===== config.mk =====
export PLATFORM = sky130hd
export DESIGN_NAME = decode_stage
export DESIGN_NICKNAME = d
export VERILOG_FILES = /design/src/rtl/decode_stage_pkg.sv /design/src/rtl/decode_stage_imm_gen.sv /design/src/rtl/decode_stage.sv
export SDC_FILE = /design/constraint.sdc
export NUM_CORES = 1
export LEC_CHECK = 0
export ABC_AREA = 1
export CAP_MARGIN = 30
export CORE_ASPECT_RATIO = 0.7
export CORE_MARGIN = 1.5
export CORE_UTILIZATION = 45
export CTS_CLUSTER_DIAMETER = 150
export DETAILED_ROUTE_END_ITERATION = 8
export PLACE_DENSITY = 0.81
export SKIP_LAST_GASP = 1
export SLEW_MARGIN = 20
export SYNTH_ARGS = -nofsm -noshare
export SYNTH_HDL_FRONTEND = slang
export SYNTH_SLANG_ARGS = --single-unit

===== constraint.sdc =====
create_clock -name clk -period 1.9 [get_ports clk]
set_input_delay 0.285 -clock clk [delete_from_list [all_inputs] [get_ports clk]]
set_output_delay 0.285 -clock clk [all_outputs]
set_load 0.02 [all_outputs]

===== src/rtl/decode_stage_pkg.sv =====
// Shared types for the RV32I decode stage: opcodes, immediate formats and the ID/EX payload.
// Also provides the opcode-to-format and legality lookups used by decode and imm_gen.
package decode_stage_pkg;

  typedef logic [31:0] Word;
  typedef logic [4:0]  RegAddress;

  typedef enum logic [6:0] {
    OP_LUI    = 7'b0110111,
    OP_AUIPC  = 7'b0010111,
    OP_JAL    = 7'b1101111,
    OP_JALR   = 7'b1100111,
    OP_BRANCH = 7'b1100011,
    OP_LOAD   = 7'b0000011,
    OP_STORE  = 7'b0100011,
    OP_OPIMM  = 7'b0010011,
    OP_OP     = 7'b0110011
  } opcode_t;

  typedef enum logic [2:0] {
    FMT_R,
    FMT_I,
    FMT_S,
    FMT_B,
    FMT_U,
    FMT_J
  } imm_format_t;

  typedef struct packed {
    Word        pc;
    Word        rs1_val;
    Word        rs2_val;
    Word        imm;
    RegAddress  rd;
    RegAddress  rs1;
    RegAddress  rs2;
    logic [6:0] opcode;
    logic [2:0] funct3;
    logic       funct7b5;
    logic       is_load;
    logic       writes_rd;
    logic       illegal;
  } id_ex_t;

  // Unknown opcodes fall into FMT_R so they carry a zero immediate.
  function automatic imm_format_t imm_format(input logic [6:0] opcode);
    case (opcode)
      OP_LOAD, OP_OPIMM, OP_JALR: return FMT_I;
      OP_STORE:                   return FMT_S;
      OP_BRANCH:                  return FMT_B;
      OP_LUI, OP_AUIPC:           return FMT_U;
      OP_JAL:                     return FMT_J;
      default:                    return FMT_R;
    endcase
  endfunction

  function automatic logic is_legal(input logic [6:0] opcode);
    case (opcode)
      OP_LUI, OP_AUIPC, OP_JAL, OP_JALR, OP_BRANCH,
      OP_LOAD, OP_STORE, OP_OPIMM, OP_OP: return 1'b1;
      default:                            return 1'b0;
    endcase
  endfunction

endpackage


===== src/rtl/decode_stage_imm_gen.sv =====
// Combinational immediate generator: selects the RV32I immediate layout from the opcode
// and sign-extends from instr[31]; R-type and unknown opcodes yield zero.
module imm_gen
  import decode_stage_pkg::*;
(
  input  logic [31:0] instr,
  output Word         imm
);

  always_comb begin
    imm = '0;
    case (imm_format(instr[6:0]))
      FMT_I:   imm = {{20{instr[31]}}, instr[31:20]};
      FMT_S:   imm = {{20{instr[31]}}, instr[31:25], instr[11:7]};
      FMT_B:   imm = {{19{instr[31]}}, instr[31], instr[7], instr[30:25], instr[11:8], 1'b0};
      FMT_U:   imm = {instr[31:12], 12'b0};
      FMT_J:   imm = {{11{instr[31]}}, instr[31], instr[19:12], instr[20], instr[30:21], 1'b0};
      default: imm = '0;
    endcase
  end

endmodule


===== src/rtl/decode_stage.sv =====
// RV32I decode / operand-fetch stage: decodes one instruction per cycle, bypasses the
// coinciding write-back, stalls one bubble on load-use, and holds a handshaked ID/EX register.
module decode_stage
  import decode_stage_pkg::*;
#(
  parameter bit WB_BYPASS      = 1'b1,
  parameter bit LOAD_USE_STALL = 1'b1
) (
  input  logic        clk,
  input  logic        rst_n,
  input  logic        in_valid,
  output logic        in_ready,
  input  logic [31:0] in_instr,
  input  Word         in_pc,
  input  logic        flush,
  output RegAddress   rf_addr1,
  output RegAddress   rf_addr2,
  input  Word         rf_out1,
  input  Word         rf_out2,
  input  logic        wb_we,
  input  RegAddress   wb_addr,
  input  Word         wb_data,
  input  logic        ex_ready,
  output logic        out_valid,
  output Word         out_pc,
  output Word         out_rs1_val,
  output Word         out_rs2_val,
  output Word         out_imm,
  output RegAddress   out_rd,
  output RegAddress   out_rs1,
  output RegAddress   out_rs2,
  output logic [6:0]  out_opcode,
  output logic [2:0]  out_funct3,
  output logic        out_funct7b5,
  output logic        out_is_load,
  output logic        out_writes_rd,
  output logic        out_illegal
);

  logic [6:0] opcode;
  RegAddress  rs1;
  RegAddress  rs2;
  RegAddress  rd;
  Word        imm;
  Word        rs1_val;
  Word        rs2_val;
  logic       legal;
  logic       uses_rs1;
  logic       uses_rs2;
  logic       hazard;
  logic       valid_q;
  id_ex_t     idex_q;
  id_ex_t     idex_next;

  assign opcode = in_instr[6:0];
  assign rd     = in_instr[11:7];
  assign rs1    = in_instr[19:15];
  assign rs2    = in_instr[24:20];
  assign legal  = is_legal(opcode);

  assign rf_addr1 = rs1;
  assign rf_addr2 = rs2;

  imm_gen u_imm_gen (
    .instr (in_instr),
    .imm   (imm)
  );

  // x0 reads as zero even when write-back targets it.
  assign rs1_val = (rs1 == '0) ? '0 :
                   (WB_BYPASS && wb_we && (wb_addr == rs1)) ? wb_data : rf_out1;
  assign rs2_val = (rs2 == '0) ? '0 :
                   (WB_BYPASS && wb_we && (wb_addr == rs2)) ? wb_data : rf_out2;

  assign uses_rs1 = !((opcode == OP_LUI) || (opcode == OP_AUIPC) || (opcode == OP_JAL));
  assign uses_rs2 = (opcode == OP_OP) || (opcode == OP_STORE) || (opcode == OP_BRANCH);

  assign hazard = LOAD_USE_STALL && valid_q && idex_q.is_load && (idex_q.rd != '0) &&
                  ((uses_rs1 && (rs1 == idex_q.rd)) || (uses_rs2 && (rs2 == idex_q.rd)));

  assign in_ready = !flush && !hazard && (!valid_q || ex_ready);

  always_comb begin
    idex_next           = '0;
    idex_next.pc        = in_pc;
    idex_next.rs1_val   = rs1_val;
    idex_next.rs2_val   = rs2_val;
    idex_next.imm       = imm;
    idex_next.rd        = rd;
    idex_next.rs1       = rs1;
    idex_next.rs2       = rs2;
    idex_next.opcode    = opcode;
    idex_next.funct3    = in_instr[14:12];
    idex_next.funct7b5  = in_instr[30];
    idex_next.is_load   = (opcode == OP_LOAD);
    idex_next.writes_rd = legal && (opcode != OP_STORE) && (opcode != OP_BRANCH) && (rd != '0);
    idex_next.illegal   = !legal;
  end

  // A stall with ex_ready high drains ID/EX, which is what produces the single bubble.
  always_ff @(posedge clk or negedge rst_n) begin
    if (!rst_n) begin
      valid_q <= 1'b0;
      idex_q  <= '0;
    end else if (flush) begin
      valid_q <= 1'b0;
    end else if (in_valid && in_ready) begin
      valid_q <= 1'b1;
      idex_q  <= idex_next;
    end else if (ex_ready) begin
      valid_q <= 1'b0;
    end
  end

  assign out_valid     = valid_q;
  assign out_pc        = idex_q.pc;
  assign out_rs1_val   = idex_q.rs1_val;
  assign out_rs2_val   = idex_q.rs2_val;
  assign out_imm       = idex_q.imm;
  assign out_rd        = idex_q.rd;
  assign out_rs1       = idex_q.rs1;
  assign out_rs2       = idex_q.rs2;
  assign out_opcode    = idex_q.opcode;
  assign out_funct3    = idex_q.funct3;
  assign out_funct7b5  = idex_q.funct7b5;
  assign out_is_load   = idex_q.is_load;
  assign out_writes_rd = idex_q.writes_rd;
  assign out_illegal   = idex_q.illegal;

endmodule


==> results.json <==
{
  "run_status": "complete, but fails checks",
  "num_rows": 43,
  "violations": "setup timing",
  "clk_pin_slew_ns": 0.07,
  "period_needed_ns": 1.98,
  "finClkSkew_ns": 0.0133,
  "worstPathArrival_ns": 1.70,
  "cts_inserted_buffers": 17,
  "die_y_um": 121,
  "worstSetupEndpointType": "primary output",
  "met2_wirelength_um": 16200,
  "fmax_mhz": 504,
  "yosysUniqueCellTypes": 23,
  "top_layer": "met4",
  "die_x_um": 172,
  "cts_tree": "built",
  "ant_nets": 0,
  "wl_met1_um": 14500,
  "cts-root-buf": "clkbuf_16",
  "min_from": "in_valid",
  "peakVddDrop_uv": 540,
  "design_area_um2": 14200,
  "drt_iter0_drc": 1029,
  "groute.usage.overall_pct": 30.8,
  "required_ns": 1.62,
  "ys_seq_area_share_pct": 43.9,
  "initial_core_util_pct": 45.6,
  "htreeDepth": 4,
  "first_global_vias": 9442,
  "gr-total-overflow": 0,
  "power_density_nw_per_um2": 769,
  "place_inst": 1885,
  "hp-class": "input port to flop",
  "fin_ws_ns": -0.0841,
  "io_buffers": 339,
  "crit_fanout": 5,
  "syn-cell-area_um2": 9010,
  "cts_sinks": 158,
  "die_area_um2": 20900,
  "tightest_slew_ns": 0.484,
  "place_congestion": 0.908,
  "drv_cap": 0,
  "via_count": 10578,
  "final_util_pct": 71.7,
  "timing.rr.start": "out_rd[0]",
  "period_share_pct": 104,
  "diodes": 0,
  "antenna_found_initial": 1,
  "hold_viol_final": 0,
  "avgSynthCellArea_um2": 6.88,
  "wl_per_cell_um": 18.3,
  "drive_gt1_share_pct": 10.1,
  "grt_pass1_wl_um": 50100,
  "io_pins": 340,
  "cts.path.max_buffers": 2,
  "rsz0062_at_grt": "yes",
  "via_per_inst": 5.41,
  "relSlewSlack_pct": 67.7,
  "grt_max_degree": 92,
  "core_area_um2": 19700,
  "firstDrtPassIters": 5,
  "final_cell_count_no_fill": 1955,
  "yosys_warnings": 0,
  "p_total_mw": 10.9,
  "min_to": "out_opcode[5]",
  "synth_seq_cells": 158,
  "syn_to_final_growth_pct": 57.1,
  "syn-num-nets": 1481,
  "total_leakage_power_nw": 7.66,
  "final_net_count": 1843,
  "holdPathStages": 3,
  "drcViolationCount": 0,
  "worst_setup_path_start_kind": "flop",
  "syn-instance-count": 1310,
  "setup_viol": 152,
  "placed_area_um2": 12900,
  "path_class": "flop to primary output",
  "wl_um": 35700,
  "rrSetupSlack_ns": -0.06,
  "slew_viol_final": 0,
  "clk_latency_ns": 0.42,
  "dp_hpwl_um": 21600,
  "met3WireLength_um": 3930,
  "worstReg2RegEnd": "out_imm[0]",
  "rr_worst_depth": 12
}
-- state kept, by name (all words and copies together), names as in the netlist --
name and cells:
out_writes_rd 1, out_pc 32, out_valid 1, out_funct3 3, out_rs2_val 32, out_rs2 5, out_rd 5, out_illegal 1
out_opcode 7, out_rs1_val 32, out_rs1 5, out_funct7b5 1, out_is_load 1, out_imm 32
-- Yosys cell counts, drive strengths merged --
master	count	area share, %
buf	47	3.9
xor2	1	0.097
inv	109	4.5
nand3	49	2.8
nand3b	1	0.083
dfrtp	158	44
a21oi	2	0.11
a21boi	2	0.17
nand4	157	11
xnor2	6	0.58
o21ai	12	0.67
nor3	4	0.22
nor2	163	7.0
o211ai	1	0.083
clkbuf	57	2.4
nand2	541	23
-- worst max-delay path, stage by stage (launching register included) --
cell	delay, ns
dfrtp_2	0.47
xnor2_1	0.15
nand2_1	0.09
nor2_2	0.13
nand2_1	0.10
nand2_2	0.10
a21boi_1	0.07
buf_4	0.16
-- routing by layer --
layer | up-vias | GRT usage (%)
met4 | 0 | 12.0
met1 | 4972 | 40.3
li1 | 4885 | -
met5 | - | 0
met2 | 627 | 48.4
met3 | 94 | 8.68
-- layout by cell type, fill, tap and decap left out, drive strengths merged --
master | synthesis | layout
clkdlybuf4s50 | 0 | 321
inv | 109 | 114
nand3b | 1 | 1
clkinvlp | 0 | 3
o21ai | 12 | 12
nor2 | 163 | 163
o211ai | 1 | 1
dlygate4sd3 | 0 | 1
nand3 | 49 | 49
nor3 | 4 | 4
xor2 | 1 | 1
buf | 47 | 101
dlymetal6s2s | 0 | 8
a21oi | 2 | 2
a21boi | 2 | 2
xnor2 | 6 | 6
dfrtp | 158 | 158
dlygate4sd2 | 0 | 7
clkinv | 0 | 3
clkbuf | 57 | 28
bufinv | 0 | 2
nand2 | 541 | 541
nand4 | 157 | 157
-- worst max path at each step --
stage | from | to | slack, ns | cells past startpoint
2_1_floorplan | out_valid | in_ready | 0.09 | 3
3_3_place_gp | in_instr[2] | in_ready | -0.58 | 10
3_5_place_dp | in_instr[6] | in_ready | -0.62 | 10
4_1_cts | out_rd[0] | in_ready | -0.06 | 6
5_1_grt | out_rd[1] | out_rs2[2] | -0.17 | 11
6_report | out_rd[0] | in_ready | -0.08 | 7
-- report_power, final --
group	internal (mW)	switching, mW	leakage [nW]
logic	1.59	1.75	5.37
registers	3.80	0.276	2.00
clock network	1.97	1.51	0.278
-- through the flow --
stage / TNS [ns] / worst slack [ns] / hold WS, ns
2_1_floorplan: 0 / 0.0939 / -0.0106
3_3_place_gp: -75.20 / -0.577 / 0.251
3_5_place_dp: -80.67 / -0.616 / 0.251
4_1_cts: -1.05 / -0.0647 / 0.248
5_1_grt: -20.15 / -0.172 / 0.257
6_report: -4.24 / -0.0841 / 0.273
-- what timing repair did --
action / 4_1_cts / 5_1_grt
endpoints found under the setup margin: 161 / 166
resized for setup: 26 / 33
endpoints found under the hold margin: 40 / 0
buffers inserted: 12 / 8
gates cloned: 2 / 16
pin swaps: 4 / 3
hold buffers: 1 / 0
-- kinds of logic after synthesis --
family	count (synthesis)	share of synthesized area, %
and+or+nand+nor	915	43.6
buffers and inverters	213	10.8
DFF	158	43.9
AOI/OAI and AO/OA	17	1.03
xor gates and xnor gates	7	0.680
-- area by class of cell --
class,instances,area [um^2]
Clock buffer,19,433
Clock inverter,13,154
Fill cell,1568,5580
Inverter,109,409
Multi-Input combinational cell,939,4170
Sequential cell,158,3960
Tap cell,270,338
Timing Repair Buffer,447,4700
Power figures use the tool's default switching activity.
